`src/rtl/stage_chain_ctrl_if.sv`:
```
// stage_chain_ctrl_if: control/status bundle between a frame sequencer and its host
interface stage_chain_ctrl_if #(
  parameter int N_STAGE = 11,
  parameter int CNT_W = 16
);
  logic start;
  logic abort;
  logic [N_STAGE-1:0] end_i;
  logic [CNT_W-1:0] timeout_lim;
  logic [N_STAGE-1:0] en_o;
  logic [N_STAGE-1:0] en_d1_o;
  logic start_ready;
  logic busy;
  logic done;
  logic [CNT_W-1:0] frame_cnt;
  logic err;
  logic [$clog2(N_STAGE)-1:0] err_stage;
  logic err_ovr;
  modport master (
    output start, abort, end_i, timeout_lim,
    input en_o, en_d1_o, start_ready, busy, done, frame_cnt, err, err_stage, err_ovr
  );
  modport slave (
    input start, abort, end_i, timeout_lim,
    output en_o, en_d1_o, start_ready, busy, done, frame_cnt, err, err_stage, err_ovr
  );
endinterface

```
`src/rtl/stage_chain_ctrl.sv`:
```
// stage_chain_ctrl: walks frames through a chain of stages with one-deep pending slots, timeout and overrun faults
module stage_chain_ctrl #(
  parameter int N_STAGE = 11,
  parameter int CNT_W = 16,
  parameter bit PIPE = 1'b0
) (
  input logic clk,
  input logic rstn,
  stage_chain_ctrl_if.slave bus
);
  localparam int SW = $clog2(N_STAGE);
  logic [N_STAGE-1:0] en, en_d1, pend, acc, hand, ovr, tmo, flt;
  logic [N_STAGE-1:0][CNT_W-1:0] cnt;
  logic [CNT_W-1:0] frame_cnt;
  logic [SW-1:0] err_stage, fidx;
  logic err, err_ovr, done, fovr, busy, ready, kill;
  assign busy = |{en, pend};
  assign ready = !err && (PIPE ? !(en[0] || pend[0]) : !busy);
  assign acc = bus.end_i & en;
  assign hand = {acc[N_STAGE-2:0], bus.start & ready};
  assign ovr = hand & pend;
  assign flt = ovr | tmo;
  assign kill = bus.abort || |flt;
  always_comb begin
    tmo = '0;
    for (int i = 0; i < N_STAGE; i++)
      tmo[i] = en[i] && bus.timeout_lim != '0 && cnt[i] == bus.timeout_lim - CNT_W'(1) && !acc[i];
  end
  // lowest faulting stage wins; overrun is reported when a stage has both faults
  always_comb begin
    fidx = '0;
    fovr = 1'b0;
    for (int i = N_STAGE - 1; i >= 0; i--)
      if (flt[i]) begin
        fidx = SW'(i);
        fovr = ovr[i];
      end
  end
  always_ff @(posedge clk) begin
    if (!rstn) begin
      en <= '0;
      en_d1 <= '0;
      pend <= '0;
      cnt <= '0;
      done <= 1'b0;
      frame_cnt <= '0;
      err <= 1'b0;
      err_stage <= '0;
      err_ovr <= 1'b0;
    end else if (kill) begin
      en <= '0;
      en_d1 <= '0;
      pend <= '0;
      cnt <= '0;
      done <= 1'b0;
      err <= !bus.abort;
      err_stage <= bus.abort ? '0 : fidx;
      err_ovr <= !bus.abort && fovr;
    end else begin
      // an ending stage always drops for a cycle before a pending job restarts it
      en <= (en & ~acc) | (~en & (pend | hand));
      pend <= en & (pend | hand);
      en_d1 <= en;
      done <= acc[N_STAGE-1];
      frame_cnt <= frame_cnt + CNT_W'(acc[N_STAGE-1]);
      for (int i = 0; i < N_STAGE; i++) cnt[i] <= en[i] ? cnt[i] + CNT_W'(1) : '0;
    end
  end
  assign bus.en_o = en;
  assign bus.en_d1_o = en_d1;
  assign bus.start_ready = ready;
  assign bus.busy = busy;
  assign bus.done = done;
  assign bus.frame_cnt = frame_cnt;
  assign bus.err = err;
  assign bus.err_stage = err_stage;
  assign bus.err_ovr = err_ovr;
endmodule

```
`src/flat_wrapper.sv`:
```
// flat-port wrapper written by rule: the top's interface ports become plain ports
module stage_chain_ctrl_flat 
#(
  parameter int N_STAGE = 11,
  parameter int CNT_W = 16,
  parameter bit PIPE = 1'b0
)
  (clk, rstn, bus_start, bus_abort, bus_end_i, bus_timeout_lim, bus_en_o, bus_en_d1_o, bus_start_ready, bus_busy, bus_done, bus_frame_cnt, bus_err, bus_err_stage, bus_err_ovr);
  stage_chain_ctrl_if #(.N_STAGE(N_STAGE), .CNT_W(CNT_W)) bus_i ();
  input logic clk;
  input logic rstn;
  input wire logic [$bits(bus_i.start)-1:0] bus_start;
  input wire logic [$bits(bus_i.abort)-1:0] bus_abort;
  input wire logic [$bits(bus_i.end_i)-1:0] bus_end_i;
  input wire logic [$bits(bus_i.timeout_lim)-1:0] bus_timeout_lim;
  output wire logic [$bits(bus_i.en_o)-1:0] bus_en_o;
  output wire logic [$bits(bus_i.en_d1_o)-1:0] bus_en_d1_o;
  output wire logic [$bits(bus_i.start_ready)-1:0] bus_start_ready;
  output wire logic [$bits(bus_i.busy)-1:0] bus_busy;
  output wire logic [$bits(bus_i.done)-1:0] bus_done;
  output wire logic [$bits(bus_i.frame_cnt)-1:0] bus_frame_cnt;
  output wire logic [$bits(bus_i.err)-1:0] bus_err;
  output wire logic [$bits(bus_i.err_stage)-1:0] bus_err_stage;
  output wire logic [$bits(bus_i.err_ovr)-1:0] bus_err_ovr;
  assign bus_i.start = bus_start;
  assign bus_i.abort = bus_abort;
  assign bus_i.end_i = bus_end_i;
  assign bus_i.timeout_lim = bus_timeout_lim;
  assign bus_en_o = bus_i.en_o;
  assign bus_en_d1_o = bus_i.en_d1_o;
  assign bus_start_ready = bus_i.start_ready;
  assign bus_busy = bus_i.busy;
  assign bus_done = bus_i.done;
  assign bus_frame_cnt = bus_i.frame_cnt;
  assign bus_err = bus_i.err;
  assign bus_err_stage = bus_i.err_stage;
  assign bus_err_ovr = bus_i.err_ovr;
  stage_chain_ctrl #(.N_STAGE(N_STAGE), .CNT_W(CNT_W), .PIPE(PIPE)) u_core (.clk(clk), .rstn(rstn), .bus(bus_i));
endmodule
```
`config.mk`:
```
export PLATFORM = sky130hd
export DESIGN_NAME = stage_chain_ctrl_flat
export DESIGN_NICKNAME = d
export VERILOG_FILES = /design/src/rtl/stage_chain_ctrl_if.sv /design/src/rtl/stage_chain_ctrl.sv /design/src/flat_wrapper.sv
export SDC_FILE = /design/constraint.sdc
export NUM_CORES = 1
export LEC_CHECK = 0
export ABC_AREA = 0
export CAP_MARGIN = 25
export CELL_PAD_IN_SITES_DETAIL_PLACEMENT = 0
export CELL_PAD_IN_SITES_GLOBAL_PLACEMENT = 1
export CORE_MARGIN = 2
export CORE_UTILIZATION = 42
export DETAILED_ROUTE_END_ITERATION = 10
export PLACE_DENSITY_LB_ADDON = 0.1
export SYNTH_ARGS = -nofsm -noshare
export SYNTH_HDL_FRONTEND = slang
export SYNTH_SLANG_ARGS = --single-unit
```
`constraint.sdc`:
```
create_clock -name clk -period 4.6 [get_ports clk]
set_clock_uncertainty 0.1 [all_clocks]
set_input_delay 0.92 -clock clk [delete_from_list [all_inputs] [get_ports clk]]
set_output_delay 0.92 -clock clk [all_outputs]
set_load 0.05 [all_outputs]
```
==> summary.md, run 1 <==
| Metric | Value |
|---|---|
| Routed Antenna Nets | 0 |
| Slew @ Worst Pin | 0.621 ns |
| Most used DFF post-synth | dfxtp_1 |
| Syn_area_per_cell | 8.61 sq um |
| Clk sinks | 232 |
| Worst R2R Start | u_core.cnt[112]$_SDFF_PP0_ |
| CTS max path bufs | 3 |
| Final hold vios | 0 |
| Area Overhead vs Synth | 29.0% |
| H-tree lvl count | 1 |
| Max stage delay on crit path | 0.72 ns |
| Post-Synthesis Cells | 1635 |
| First-pass GRT wire length | 77700 um |
| Period utilisation layout | 99.2% |
| Most area-hungry cell type in the Yosys netlist | dfxtp_1 |
| DP Wirelength | 40700 um |
| Wire per inst | 21.6 um |
| Reg2reg end | u_core.bus.err_stage[1]$_SDFFE_PN0P_ |
| Core ar. | 33300 sq um |
| Syn Std Cell Area | 14100 sq um |
| CP cell instances | clkdlybuf4s50_1, buf_4, or4_1, nor3_4, xnor3_1, nand4_1, or4_1, o31ai_2, buf_4, nand3b_2, nor4_4, buf_4, buf_12, and2_2, a22o_1 |
| CP max stage cell | or4_1 |
| Crit path kind | input port to flop |
| Max VDD drop | 0.000296 V |
| Standard-cell rows | 67 |
| Synthesized flop and latch total | 232 |
| Nets | 1972 |
| Place WS | -0.755 ns |
| Post-synth EDFFs | 0 |
| Syn nets | 1681 |
| Layout cell share with drive strength beyond 1 | 20.3% |
| Crit path launch type | input port |
| Worst Setup EP | u_core.bus.err_stage[1]$_SDFFE_PN0P_ |
| Most common cell after layout, fill and taps aside | buf_4 |
| Most frequent cells in the layout | buf_4, nor2_1, dfxtp_1, xnor2_1, xor2_1 |
| Footprint of the multi-input gates | 8970 sq um |
| RD Place Congestion | 1.00 |
| Pleak | 6.83 nW |
| Clock Latency Late Sink | 0.55 ns |
| Path type of the worst min-delay path | flop to flop |
| Most used cell, CP | buf_4 |
| Vias | 13181 |
| Die area | 35000 sq um |
| Unique masters post-synth | 90 |
| Ys Warns | 0 |
| GRT Overall Usage | 29.1% |
| Fmax | 219 MHz |
| Starting DRC count in detailed routing | 1092 |
| Status | complete, no violations |
| Global route overflow | 0 |
| # setup viols final | 0 |
| 1st-pass router iterations | 5 |
| Cells on worst reg2reg path | 13 |
| Crit. Startpoint | bus_timeout_lim[8] |
| R2R setup slack | 1.09 ns |
| Design area | 18100 sq um |
| Total wire length | 51600 um |
| Hold_buf cts | 0 |
| Clock Tree Root | clkbuf_16 |
| WP data required | 4.92 ns |
| Seq/Total Area, Yosys | 33.0% |
| Slew Limit Fails | 0 |
| Max-cap violations | 0 |
| Clock buffer count from CTS | 27 |
| Die Y | 187 um |
| Hold Slack | 0.385 ns |
| CTS clock-pin slew for the worst setup and hold paths | 0.06 ns |
| Vias in the first global route | 12514 |
| Worst-path maximum fanout | 9 |
| Starting Density | 42.3% |
| Largest net degree at the start of global routing | 24 |
| Register area | 4640 sq um |
| Post-DP Area | 17100 sq um |
| Diode count | 0 |
| Post-route minimum period | 4.56 ns |
| Power per cell area | 248 nW/um^2 |
| Synth top area share | 33.0% |
| Number of port buffers | 77 |
| Fill cell count | 3208 |
| I/O pins | 78 |
| Power Total | 4.50 mW |
| Crit path capture type | flop |
| Max-slew headroom | 58.2% |
| Post-synth ARST share | 0% |
| Width of the die | 187 um |
| Post-route DRC | 0 |
| Via/cell ratio | 5.51 |
| Synth area leaders | dfxtp_1, xnor2_1, xor2_1 |
| Final setup margin | 0.0367 ns |
| Worst EP arrival | 4.89 ns |
| Antenna violations before repair | 0 |
| CTS tree | done |
-- stage by stage --
step                       TNS, ns  std cells  util (%)
after CTS                        0       2382      54.1
after floorplan                  0       1635         -
final                            0       2391      54.5
after detailed placement   -139.66       2331      51.3
after global placement     -140.31       2331      51.3
after global routing      -0.00345       2391      54.5
-- state kept, by name, summed over array words and instances (netlist names) --
| name | count |
|---|---|
| u_core.cnt | 176 |
| u_core.bus.en_o | 11 |
| u_core.bus.err_stage | 4 |
| u_core.bus.err | 1 |
| u_core.bus.en_d1_o | 11 |
| u_core.bus.frame_cnt | 16 |
| u_core.bus.err_ovr | 1 |
| u_core.bus.done | 1 |
| u_core.pend | 11 |
-- Yosys cell counts (9+ instances only) --
library cell	number
dfxtp_1	232
nand2_1	88
buf_2	13
o21ai_0	25
nand3_4	12
xnor3_1	26
buf_1	11
a21oi_1	45
mux2i_1	20
o211ai_1	12
nor3_1	28
nand4_1	49
a211oi_1	21
clkbuf_1	44
buf_6	16
nor2b_1	14
nand2b_1	19
xnor2_1	144
nor2_2	10
nor4_1	25
and3_1	34
ha_1	15
nand3_1	98
o2111ai_1	12
or4_1	9
xor2_1	124
and4_1	14
and2_1	19
or3_1	10
inv_1	41
nor2_1	253
-- power by group --
group	switching (mW)	internal, mW	leakage [nW]
registers	0.00127	2.01	1.87
logic	0.269	0.225	4.57
clock network	0.826	1.16	0.391
-- worst min path at each step --
stage | depth (start not counted) | slack [ns] | to | startpoint
4_1_cts | 2 | 0.38 | u_core.bus.frame_cnt[15]$_SDFFE_PN0N_ | u_core.bus.frame_cnt[15]$_SDFFE_PN0N_
6_report | 1 | 0.38 | u_core.cnt[80]$_SDFF_PP0_ | u_core.cnt[80]$_SDFF_PP0_
2_1_floorplan | 1 | 0.35 | u_core.cnt[160]$_SDFF_PP0_ | u_core.cnt[160]$_SDFF_PP0_
3_3_place_gp | 2 | 0.37 | u_core.bus.frame_cnt[15]$_SDFFE_PN0N_ | u_core.bus.frame_cnt[15]$_SDFFE_PN0N_
5_1_grt | 1 | 0.41 | u_core.cnt[80]$_SDFF_PP0_ | u_core.cnt[80]$_SDFF_PP0_
3_5_place_dp | 2 | 0.37 | u_core.bus.frame_cnt[15]$_SDFFE_PN0N_ | u_core.bus.frame_cnt[15]$_SDFFE_PN0N_
-- kinds of logic after synthesis --
group	share of synthesized area [%]
buffers and inverters	4.70
XOR/XNOR	21.1
multiplexers	1.50
AO/OA/AOI/OAI	10.5
flip-flops	33.0
AND/OR/NAND/NOR	27.7
adder cells (fa/ha/maj)	1.48
-- area by class of cell --
class                   instances  area share (%)
multi-input cells            1268            49.4
flip-flops and latches        232            25.6
repair buffers                347            16.5
clock buffers                  41            4.12
well taps                     448            3.09
inverters                      50            1.03
clock inverters                 5           0.276
-- worst max-delay path, delay by kind of cell --
kind            cells  cell delay, ns
simple gates        7            2.17
buf+inv             5            1.07
xor+xnor            1            0.18
compound gates      2            0.53
-- routing by layer --
layer  global-route usage [%]  wire, um  part of all wire, %
met1                     39.6     23100                   45
met2                     46.6     23200                   45
met3                     5.25      3400                  6.6
met4                     9.37      1790                  3.5
met5                        0         0                    0
-- repair_timing --
action	4_1_cts	5_1_grt
setup endpoints to repair	221	217
gates cloned	1	1
setup buffers	4	8
gates resized for setup	15	21
pin swaps	5	11
Note: power is estimated with default switching activity, not from simulation.
==> run 2, diff against run 1 <==
--- a/config.mk
+++ b/config.mk
@@ -9,10 +9,12 @@
 export CAP_MARGIN = 25
 export CELL_PAD_IN_SITES_DETAIL_PLACEMENT = 0
 export CELL_PAD_IN_SITES_GLOBAL_PLACEMENT = 1
+export CORE_ASPECT_RATIO = 1.75
 export CORE_MARGIN = 2
 export CORE_UTILIZATION = 42
 export DETAILED_ROUTE_END_ITERATION = 10
 export PLACE_DENSITY_LB_ADDON = 0.1
+export REMOVE_ABC_BUFFERS = 1
 export SYNTH_ARGS = -nofsm -noshare
 export SYNTH_HDL_FRONTEND = slang
 export SYNTH_SLANG_ARGS = --single-unit
==> summary.md, run 2 (same netlist as run 1, synthesis figures left out) <==
| Metric | Value |
|---|---|
| WP data required | 4.93 ns (about the same) |
| Post-DP Area | 17000 sq um (-0.66%) |
| H-tree lvl count | 1 (unchanged) |
| Antenna violations before repair | 1 (+1) |
| Vias in the first global route | 13204 (+5.5%) |
| Wire per inst | 24.5 um (+14%) |
| Fmax | 220 MHz (+0.32%) |
| Design area | 18200 sq um (about the same) |
| Max-slew headroom | 39.8% (-18 points) |
| Crit path launch type | input port |
| CTS clock-pin slew for the worst setup and hold paths | 0.07 ns (about the same) |
| Clock Tree Root | clkbuf_16 |
| Pleak | 6.84 nW (+0.13%) |
| Starting Density | 42.6% (+0.32 points) |
| Max reg flops | 176 (unchanged) |
| Clock Latency Late Sink | 0.54 ns (about the same) |
| Worst EP arrival | 4.88 ns (about the same) |
| Nets | 1981 (+0.46%) |
| Top reg by flops | u_core.cnt |
| Path type of the worst min-delay path | flop to flop |
| First-pass GRT wire length | 82400 um (+6.1%) |
| Worst R2R Start | u_core.bus.en_o[8]$_SDFF_PP0_ |
| WL met1 | 21000 um (-9.3%) |
| Worst hold path startpoint | u_core.bus.frame_cnt[15]$_SDFFE_PN0N_ |
| Total wire length | 57800 um (+12%) |
| Number of port buffers | 77 (unchanged) |
| Fin cells | 2357 (-1.4%) |
| Core ar. | 33000 sq um (-0.75%) |
| Layout cell share with drive strength beyond 1 | 20.8% (+0.43 points) |
| Global route overflow | 0 (unchanged) |
| Worst-path maximum fanout | 6 (-3) |
| DP Wirelength | 45600 um (+12%) |
| Period utilisation layout | 98.9% (-0.32 points) |
| Crit. Startpoint | bus_timeout_lim[1] |
| Slew Limit Fails | 0 (unchanged) |
| Via/cell ratio | 5.71 (+3.6%) |
| I/O pins | 78 (unchanged) |
| Fill cell count | 3168 (-1.2%) |
| Standard-cell rows | 88 (+31%) |
| Area Overhead vs Synth | 29.1% (about the same) |
| Starting DRC count in detailed routing | 1049 (-3.9%) |
| DR WL met2 | 28800 um (+24%) |
| Most frequent cells in the layout | buf_4, nor2_1, dfxtp_1, xnor2_1, xor2_1 |
| Die Y | 246 um (+32%) |
| # setup viols final | 0 (unchanged) |
| CTS max path bufs | 3 (unchanged) |
| Width of the die | 142 um (-24%) |
| Largest net degree at the start of global routing | 24 (unchanged) |
| Metal3 WL | 2770 um (-18%) |
| Crit path capture type | flop |
| Clk sinks | 232 (unchanged) |
| RD Place Congestion | 1.02 (+1.9%) |
| Final hold vios | 0 (unchanged) |
| Max VDD drop | 0.000373 V (+26%) |
| GRT Overall Usage | 31.9% (+2.8 points) |
| Status | complete, no violations |
| Clock buffer count from CTS | 23 (-15%) |
| Post-route minimum period | 4.55 ns (-0.0147 ns) |
| Die area | 35000 sq um (+0.16%) |
| CTS tree | done |
| Power per cell area | 241 nW/um^2 (-2.9%) |
| Routed Antenna Nets | 0 (unchanged) |
| Max-cap violations | 0 (unchanged) |
| Final setup margin | 0.0513 ns (+0.0147 ns) |
| Vias | 13462 (+2.1%) |
| Place WS | -0.623 ns (+0.132 ns) |
| Post-route DRC | 0 (unchanged) |
| Power Total | 4.37 mW (-2.8%) |
| 1st-pass router iterations | 7 (+2) |
| Dpl cells | 2290 (-1.8%) |
| Crit path kind | input port to flop |
| Biggest regs | u_core.cnt: 176 flops, u_core.bus.frame_cnt: 16 flops |
| Most common cell after layout, fill and taps aside | buf_4 |
| DR top layer | met4 |
| Slew @ Worst Pin | 0.894 ns (+0.273 ns) |
run 2: metrics by stage:
step                      util (%)  hold slack [ns]  setup TNS, ns
after detailed placement      51.4            0.372        -118.58
final                         55.0            0.378              0
after global placement        51.4            0.358        -113.30
after floorplan                  -            0.347        -294.89
after CTS                     53.6            0.380              0
after global routing          55.0            0.390         -0.141
run 2: worst paths after layout:
check / endpoint / slack, ns / depth (start not counted)
hold reg to reg: u_core.bus.frame_cnt[15]$_SDFFE_PN0N_ / 0.38 / 2
hold / removal: u_core.bus.frame_cnt[15]$_SDFFE_PN0N_ / 0.38 / 2
setup / recovery: u_core.bus.err_ovr$_SDFFE_PN0P_ / 0.05 / 17
setup reg to reg: u_core.bus.err_stage[1]$_SDFFE_PN0P_ / 1.15 / 11
run 2: critical path, cell delays in order:
cell and delay, ns:
clkdlybuf4s50_1 0.49, inv_1 0.06, ha_1 0.22, nor3b_2 0.16, buf_4 0.14, and3_1 0.21, buf_4 0.17, xnor2_2 0.40
buf_4 0.28, xnor2_1 0.07, a2111oi_0 0.57, buf_4 0.22, nand4_1 0.11, a21boi_0 0.27, o211a_1 0.16, o21ai_0 0.12
a32o_1 0.27
run 2: routing by layer:
layer	vias up	global-route usage, %
met2	503	57.2
met3	204	3.27
met4	0	21.7
li1	6355	-
met5	-	0
met1	6400	34.9
run 2: layout make-up:
cell class	count	area [sq um]	area share [%]
flip-flops and latches	232	4640	25.6
clock buffers	36	684	3.77
repair buffers	352	3020	16.6
well taps	405	507	2.79
multi-input cells	1276	9080	50.0
diodes	1	2.50	0.0138
inverters	50	188	1.03
clock inverters	5	30.0	0.165
run 2: power by group:
group	switching, mW	total (mW)	internal, mW
combinational	0.293	0.527	0.234
sequential	0.00156	2.01	2.01
clock	0.813	1.83	1.02
total	1.11	4.37	3.26
run 2: what timing repair did:
item | 4_1_cts | 5_1_grt
hold buffers | 0 | 0
cloned | 0 | 13
setup endpoints to repair | 27 | 196
setup buffers | 0 | 12
pin swaps | 0 | 16
gates resized for setup | 6 | 43
==> run 3, diff against run 2 <==
--- a/config.mk
+++ b/config.mk
@@ -10,7 +10,6 @@
 export CELL_PAD_IN_SITES_DETAIL_PLACEMENT = 0
 export CELL_PAD_IN_SITES_GLOBAL_PLACEMENT = 1
 export CORE_ASPECT_RATIO = 1.75
-export CORE_MARGIN = 2
 export CORE_UTILIZATION = 42
 export DETAILED_ROUTE_END_ITERATION = 10
 export PLACE_DENSITY_LB_ADDON = 0.1
@@ -18,3 +17,4 @@
 export SYNTH_ARGS = -nofsm -noshare
 export SYNTH_HDL_FRONTEND = slang
 export SYNTH_SLANG_ARGS = --single-unit
+export TNS_END_PERCENT = 50
==> summary.md, run 3 (same netlist as run 1, synthesis figures left out) <==
| Metric | Value |
|---|---|
| RD Place Congestion | 1.04 (+2.3%) |
| Post-route minimum period | 4.52 ns (-0.0331 ns) |
| Buf/Inv on CP | 7 (+1) |
| Fin cells | 2342 (-0.64%) |
| Fill cell count | 3138 (-0.95%) |
| Crit path kind | input port to flop |
| Footprint of the multi-input gates | 9010 sq um (-0.77%) |
| Top reg by flops | u_core.cnt |
| I/O pins | 78 (unchanged) |
| Clk sinks | 232 (unchanged) |
| CTS tree | done |
| Wire per inst | 23.6 um (-3.9%) |
| Crit path launch type | input port |
| Max stage delay on crit path | 0.59 ns (+0.02 ns) |
| Die Y | 244 um (-0.81%) |
| RSZ-0062 raised after global routing | no |
| Dpl cells | 2287 (-0.13%) |
| H-tree lvl count | 1 (unchanged) |
| Biggest regs | u_core.cnt: 176 flops, u_core.bus.frame_cnt: 16 flops |
| Path type of the worst min-delay path | flop to flop |
| Die area | 34300 sq um (-2.2%) |
| First-pass GRT wire length | 81400 um (-1.2%) |
| Register area | 4640 sq um (unchanged) |
| Standard-cell rows | 88 (unchanged) |
| Clock buffer count from CTS | 23 (unchanged) |
| Clock Tree Root | clkbuf_16 |
| Starting DRC count in detailed routing | 832 (-21%) |
| Setup TNS | 0 ns (unchanged) |
| Fmax | 221 MHz (+0.73%) |
| # setup viols final | 0 (unchanged) |
| Power per cell area | 241 nW/um^2 (+0.28%) |
| Diode count | 0 (-1) |
| Final setup margin | 0.0844 ns (+0.0331 ns) |
| CTS max path bufs | 3 (unchanged) |
| Total wire length | 55200 um (-4.5%) |
| Slew @ Worst Pin | 0.873 ns (-0.0212 ns) |
| Worst EP arrival | 4.85 ns (-0.03 ns) |
| Max-slew headroom | 41.6% (+1.8 points) |
| Vias | 13425 (-0.27%) |
| DP Wirelength | 43900 um (-3.7%) |
| Most common cell after layout, fill and taps aside | buf_4 |
| Most used cell, CP | buf_4 |
| Nets | 1970 (-0.56%) |
| Crit path capture type | flop |
| Largest net degree at the start of global routing | 24 (unchanged) |
| Width of the die | 140 um (-1.4%) |
| Cell family with most CP delay | simple AND/OR/NAND/NOR gates |
| Vias in the first global route | 13041 (-1.2%) |
| Max reg flops | 176 (unchanged) |
| CTS clock-pin slew for the worst setup and hold paths | 0.07 ns (about the same) |
| Place WS | -0.677 ns (-0.0540 ns) |
| Number of port buffers | 77 (unchanged) |
| Most frequent cells in the layout | buf_4, nor2_1, dfxtp_1, xnor2_1, xor2_1 |
| Clock Latency Late Sink | 0.54 ns (about the same) |
| Power Total | 4.34 mW (-0.61%) |
| Final hold vios | 0 (unchanged) |
| WP data required | 4.93 ns (about the same) |
| Period utilisation layout | 98.2% (-0.72 points) |
| Area Overhead vs Synth | 27.9% |
| Antenna violations before repair | 0 (-1) |
| Global route overflow | 0 (unchanged) |
| Max-cap violations | 0 (unchanged) |
| 1st-pass router iterations | 5 (-2) |
| GRT Overall Usage | 32.1% (+0.26 points) |
| Core ar. | 32900 sq um (-0.33%) |
| Layout cell share with drive strength beyond 1 | 20.7% (-0.11 points) |
| Starting Density | 42.7% (+0.14 points) |
| Slew Limit Fails | 0 (unchanged) |
| CP max stage cell | or4_1 |
| Routed Antenna Nets | 0 (unchanged) |
| Max VDD drop | 0.000306 V (-18%) |
| CP cell instances | clkdlybuf4s50_1, buf_4, buf_4, or4_1, buf_4, o31ai_4, and2_4, xnor2_1, or4_4, o31ai_4, nand4bb_4, nor4_4, buf_4, buf_12, nand3_4, inv_2, and2_1 |
| Worst-path maximum fanout | 17 (+11) |
| Status | complete, no violations |
| Post-route DRC | 0 (unchanged) |
| Via/cell ratio | 5.73 (+0.36%) |
| Pleak | 6.76 nW (-1.1%) |
==> run 3: changes by cell type in the layout (fill, tap and decap cells not counted), sizes merged <==
cell | previous run | this run
or4 | 12 | 13
dlymetal6s2s | 3 | 1
buf | 273 | 270
clkbuf | 38 | 34
diode | 1 | 0
clkinv | 4 | 5
clkdlybuf4s50 | 74 | 76
clkinvlp | 2 | 0
nand3 | 120 | 113
==> run 3: metrics by stage <==
| stage | util (%) | area (sq um) | hold WS [ns] |
|---|---|---|---|
| after CTS | 53.8 | 17700 | 0.387 |
| after detailed placement | 51.5 | 16900 | 0.378 |
| after global placement | 51.5 | 16900 | 0.360 |
| after global routing | 54.7 | 18000 | 0.403 |
| final | 54.7 | 18000 | 0.381 |
| after floorplan | - | 13600 | 0.347 |
==> run 3: final cells by class <==
| cell class | instances | area share (%) |
|---|---|---|
| Sequential cell | 232 | 25.8 |
| Inverter | 50 | 1.04 |
| Clock inverter | 4 | 0.111 |
| Multi-Input combinational cell | 1270 | 50.1 |
| Timing Repair Buffer | 347 | 16.4 |
| Tap cell | 405 | 2.82 |
| Clock buffer | 34 | 3.71 |
==> run 3: routing by layer <==
layer	up-vias	wire, um	track usage, %	share of wire (%)
li1	6300	-	-	-
met3	170	2360	3.41	4.3
met5	-	0	0	0
met4	0	4040	21.4	7.3
met1	6493	21000	35.3	38
met2	462	27800	57.9	50
==> run 3: where the power goes <==
part	internal, mW	switching (mW)
Clock	0.995	0.814
Sequential	2.01	0.00140
Combinational	0.235	0.288
Total	3.24	1.10
==> run 3: timing repair <==
action / 4_1_cts / 5_1_grt
setup endpoints to repair: 17 / 223
resized for setup: 10 / 44
cloned: 0 / 4
endpoints found under the hold margin: 0 / 0
pin swaps: 3 / 7
hold buffers: 0 / 0
buffers inserted: 6 / 7
==> run 3: final timing paths <==
check	from	end	slack, ns	cells after the start
setup reg to reg	u_core.bus.en_o[7]$_SDFF_PP0_	u_core.cnt[113]$_SDFF_PP0_	1.27	13
setup / recovery	bus_timeout_lim[7]	u_core.cnt[113]$_SDFF_PP0_	0.08	17
hold / removal	u_core.bus.frame_cnt[15]$_SDFFE_PN0N_	u_core.bus.frame_cnt[15]$_SDFFE_PN0N_	0.38	2
hold reg to reg	u_core.bus.frame_cnt[15]$_SDFFE_PN0N_	u_core.bus.frame_cnt[15]$_SDFFE_PN0N_	0.38	2
==> run 3: worst register-to-register path: stages, from the launching register on <==
cell and delay, ns:
dfxtp_1 0.42, buf_4 0.21, nand4b_1 0.18, a211o_1 0.31, a221o_1 0.29, or4_4 0.44
o31ai_4 0.29, nand3b_2 0.20, nor4_4 0.06, buf_4 0.15, buf_12 0.15, nand3_4 0.22
inv_2 0.06, and2_1 0.15
==> RTL edit 1, RTL diff (flow settings as in run 3) <==
`N_STAGE` is set to 11 in 3 places; all go to 10.
--- a/src/rtl/stage_chain_ctrl_if.sv
+++ b/src/rtl/stage_chain_ctrl_if.sv
@@ -1,6 +1,6 @@
 // stage_chain_ctrl_if: control/status bundle between a frame sequencer and its host
 interface stage_chain_ctrl_if #(
-  parameter int N_STAGE = 11,
+  parameter int N_STAGE = 10,
   parameter int CNT_W = 16
 );
   logic start;
--- a/src/rtl/stage_chain_ctrl.sv
+++ b/src/rtl/stage_chain_ctrl.sv
@@ -1,6 +1,6 @@
 // stage_chain_ctrl: walks frames through a chain of stages with one-deep pending slots, timeout and overrun faults
 module stage_chain_ctrl #(
-  parameter int N_STAGE = 11,
+  parameter int N_STAGE = 10,
   parameter int CNT_W = 16,
   parameter bit PIPE = 1'b0
 ) (
--- a/src/flat_wrapper.sv
+++ b/src/flat_wrapper.sv
@@ -1,7 +1,7 @@
 // flat-port wrapper written by rule: the top's interface ports become plain ports
 module stage_chain_ctrl_flat 
 #(
-  parameter int N_STAGE = 11,
+  parameter int N_STAGE = 10,
   parameter int CNT_W = 16,
   parameter bit PIPE = 1'b0
 )
Interface: changed (resized bus_en_d1_o, bus_en_o and bus_end_i); port bits go from 78 to 75. No check against the original RTL was run, so the function may have changed too.
==> RTL edit 1 against run 3 <==
  * Synthesized cell count fell by 13%
  * Worst setup slack worse by 0.067 ns
  * Total power decreased by 2.9%
  * Routed wire length shrank 22%
  * Register-to-register slack worse by 0.33 ns
  * Design area fell by 12%
  * Sequential cell count shrank 19
  * Synthesized area is 13% lower
  * Critical endpoint is now u_core.bus.err_stage[0]
  * Global-route usage shrank 2.6 points
  * Cell count shrank 13%
  * Combinational power is 23% lower
  * Worst hold slack worse by 0.0095 ns
  * Via count decreased by 17%
  * Largest cell class unchanged
==> RTL edit 1: results (changes against run 3) <==
[outcome]
outcome = finished, final reports clean

[clock_tree]
clk_path_buf_depth = 3  ; unchanged
cts_root_buffer = clkbuf_16
htree_levels = 1  ; unchanged
cts_made_buffers = 22  ; -4.3%
path_clk_slew_ns = 0.06
clock_latency_ns = 0.54  ; about the same

[setup_path]
ff2ff_setup_slack_ns = 0.94  ; -0.33 ns
r2r_start = u_core.bus.en_o[9]
reg2reg_depth = 12  ; -1
cp_max_fo = 14  ; -3
cp_data_arrival_time_ns = 4.92  ; +0.07 ns
worst_r2r_endpoint = u_core.bus.err_stage[0]

[pwr]
p_leak_nw = 5.90  ; -13%
peakVddDrop_mv = 0.266  ; -13%

[logic_synthesis]
yosysSeqAreaShare = 0.348  ; +0.0180
async_reset_ff_frac = 0  ; unchanged
yosys-top-cells-count = nor2_1 (230), dfxtp_1 (213), xnor2_1 (141)
ys_types = 83  ; -7.8%
ys_top_cells_by_area = dfxtp_1 (35%), xnor2_1 (10%), xor2_1 (9.1%)
synth_cells = 1418  ; -13%

[timing]
slew_headroom = 0.568  ; +0.152
min_period_over_period = 0.996  ; +0.0146

[hold_path]
hold_end = u_core.bus.frame_cnt[15]
hold_depth = 2  ; unchanged
hold_start = u_core.bus.frame_cnt[15]

[layout]
insertedDiodeCount = 0  ; unchanged
drive_above_1_share = 0.172  ; -0.0343
top_regs = u_core.cnt: 160 flops, u_core.bus.frame_cnt: 16 flops
num-fill-cells = 2703  ; -14%
layout.nets = 1696  ; -14%

[drt]
drt-wirelength-per-cell_um = 21.2  ; -10%
via_per_inst = 5.46  ; -4.8%
firstDrtPassIters = 5  ; unchanged
drt_iter0_markers = 518  ; -38%
vias = 11164  ; -17%

[place]
dp_hpwl_mm = 34.6  ; -21%
placed_cells = 2001  ; -13%
gp_congestion = 1.01  ; -3.5%
port_buffers = 74  ; -3.9%
pre_cts_slack_ns = -0.873  ; -0.196 ns

[global_routing]
grt_max_degree = 33  ; +38%
grt_usage = 0.296  ; -0.0256
grt_pass1_wl_mm = 65.2  ; -20%

## RTL edit 1: cell families after synthesis
family                     after synthesis  synth area share
DFF                                    213             0.348
and+or+nand+nor                        642             0.271
buffers and inverters                  108            0.0393
adders and majority gates               15            0.0151
xor gates and xnor gates               291             0.233
AOI/OAI and AO/OA                      136            0.0825
muxes                                   13            0.0107
## RTL edit 1: per-stage QoR
stage          TNS [ns]  utilization  area, µm²  power, mW  hold slack (ns)
2_1_floorplan   -141.69            -      12000       2.05            0.347
3_3_place_gp    -141.50        0.516      14800       2.27            0.354
3_5_place_dp    -147.14        0.516      14800       2.27            0.366
4_1_cts        -0.00227        0.546      15600       4.25            0.375
5_1_grt         -0.0653        0.552      15800       4.36            0.404
6_report              0        0.552      15800       4.22            0.372
## RTL edit 1: power by group
part / switching [mW] / internal [mW]
sequential: 0.00243 / 1.85
clock: 0.780 / 1.19
combinational: 0.216 / 0.187
## RTL edit 1: timing repair
action                     in CTS  in global routing
resized for setup              18                 23
setup buffers                   0                  5
pin swaps                       1                  5
setup endpoints to repair     207                211
## RTL edit 1: area by class of cell
type	instances	share of cell area
Clock buffer	28	0.0369
Clock inverter	11	0.0127
Inverter	52	0.0124
Multi-Input combinational cell	1097	0.486
Sequential cell	213	0.270
Tap cell	378	0.0299
Timing Repair Buffer	266	0.152
## RTL edit 1: worst max-delay path by stage
stage | start | endpoint | slack [ns] | cells past startpoint
after floorplan | bus_timeout_lim[0] | u_core.cnt[81] | -0.96 | 13
after global placement | bus_timeout_lim[0] | u_core.cnt[60] | -0.81 | 17
after detailed placement | bus_timeout_lim[0] | u_core.bus.frame_cnt[4] | -0.87 | 17
after CTS | bus_timeout_lim[1] | u_core.bus.frame_cnt[4] | -0.002 | 15
after global routing | bus_timeout_lim[5] | u_core.bus.frame_cnt[4] | -0.07 | 18
final | bus_timeout_lim[2] | u_core.bus.err_stage[0] | 0.02 | 17
## RTL edit 1: per-layer routing
layer	vias up	part of all wire	wire length, µm	global-route usage
met5	-	0	0	0
met4	0	0.067	2890	0.171
met3	133	0.051	2230	0.0436
met2	349	0.50	21700	0.524
met1	5312	0.38	16500	0.327
li1	5370	-	-	-
## RTL edit 1: critical path, stage by stage
cell	delay [ns]
clkdlybuf4s50_1	0.50
buf_4	0.18
buf_4	0.20
nor3b_4	0.29
buf_4	0.22
xnor2_1	0.20
buf_4	0.25
o32a_1	0.18
nand3_1	0.08
nor4_1	0.59
buf_4	0.23
a31oi_4	0.07
buf_4	0.16
o211ai_1	0.22
a21oi_1	0.13
o211a_1	0.22
o32ai_1	0.24
==> RTL edit 2, RTL diff (flow settings as in run 3) <==
Made on the original files. Make the reset (`rstn`) asynchronous in one clocked block.
--- a/src/rtl/stage_chain_ctrl.sv
+++ b/src/rtl/stage_chain_ctrl.sv
@@ -36,7 +36,7 @@
         fovr = ovr[i];
       end
   end
-  always_ff @(posedge clk) begin
+  always_ff @(posedge clk or negedge rstn) begin
     if (!rstn) begin
       en <= '0;
       en_d1 <= '0;
Formal check against the unedited RTL: differs if rstn is asserted again (counterexample within 4 cycles, from zero or initial values and one cycle with rstn low); with rstn held inactive, the same outputs for 10 cycles.
==> RTL edit 2 against run 3 <==
  * Worst setup slack better by 0.015 ns
  * Total power grew 7.2%
  * Combinational power is 30% higher
  * Synthesized area increased by 7.0%
  * Routed wire length is 8.2% higher
  * Core utilization fell by 0.91 points
  * Design area up 5.4%
  * Sequential power up 3%
  * Sequential cell count is the same
  * Highest routed layer unchanged
==> RTL edit 2: results (changes against run 3) <==
[drt]
drt_iter0_markers = 831  ; -0.12%
dr_wl_met2_mm = 29.9  ; +7.7%
firstDrtPassIters = 4  ; -1
vias = 13467  ; +0.31%
wl_met3_mm = 2.93  ; +24%
wl_met1_mm = 22.5  ; +6.8%

[setup_path]
r2r_start = u_core.cnt[80]
setup.worst_path.start = bus_timeout_lim[3]
reg2reg_depth = 11  ; -2
cp_data_arrival_time_ns = 4.81  ; -0.04 ns
critPathMaxStageDelay_ns = 0.54  ; -0.05 ns

[logic_synthesis]
ys_top_cells_by_area = dfrtp_1 (39%), xnor2_1 (11%), xor2_1 (6.6%)
yosys-top-cells-count = nor2_1 (244), dfrtp_1 (232), xnor2_1 (191)
ys_types = 89  ; -1.1%
synth_fa_ha_area_frac = 0.0125  ; -0.00230
synthXorXnorAreaFrac = 0.227  ; +0.0166
yosysSeqAreaShare = 0.386  ; +0.0554
ys.flop_type = dfrtp_1

[timing]
worst_slew_pin_slew_ns = 0.910  ; +0.0368 ns

[global_routing]
grt_max_degree = 114  ; +380%

[outcome]
outcome = finished, final reports clean

[pwr]
peakVddDrop_mv = 0.255  ; -17%
p_leak_nw = 7.77  ; +15%
clkPwrFrac = 0.411  ; -0.006

[place]
gp_congestion = 0.983  ; -5.9%

==> RTL edit 2: layout make-up <==
type / count / area (µm²)
clock inverters: 3 / 17.5
multi-input cells: 1239 / 8860
inverters: 49 / 184
repair buffers: 319 / 2790
fillers: 3359 / 16300
well taps: 465 / 582
clock buffers: 38 / 734
flip-flops and latches: 232 / 5810
==> RTL edit 2: kinds of logic after synthesis <==
group	Yosys count
and+or+nand+nor	706
DFF	232
adders and majority gates	15
xor gates and xnor gates	338
muxes	6
AOI/OAI and AO/OA	174
buffers and inverters	133
==> RTL edit 2: metrics by stage <==
step | worst slack [ns] | power, mW | cells | cell area, µm²
finish | 0.0994 | 4.66 | 2345 | 19000
global route | -0.0255 | 4.81 | 2345 | 19000
CTS | 0.00295 | 4.70 | 2341 | 18800
detailed placement | -0.808 | 2.76 | 2300 | 18000
global placement | -0.808 | 2.76 | 2300 | 18000
floorplan | -1.35 | 2.36 | 1520 | 14600
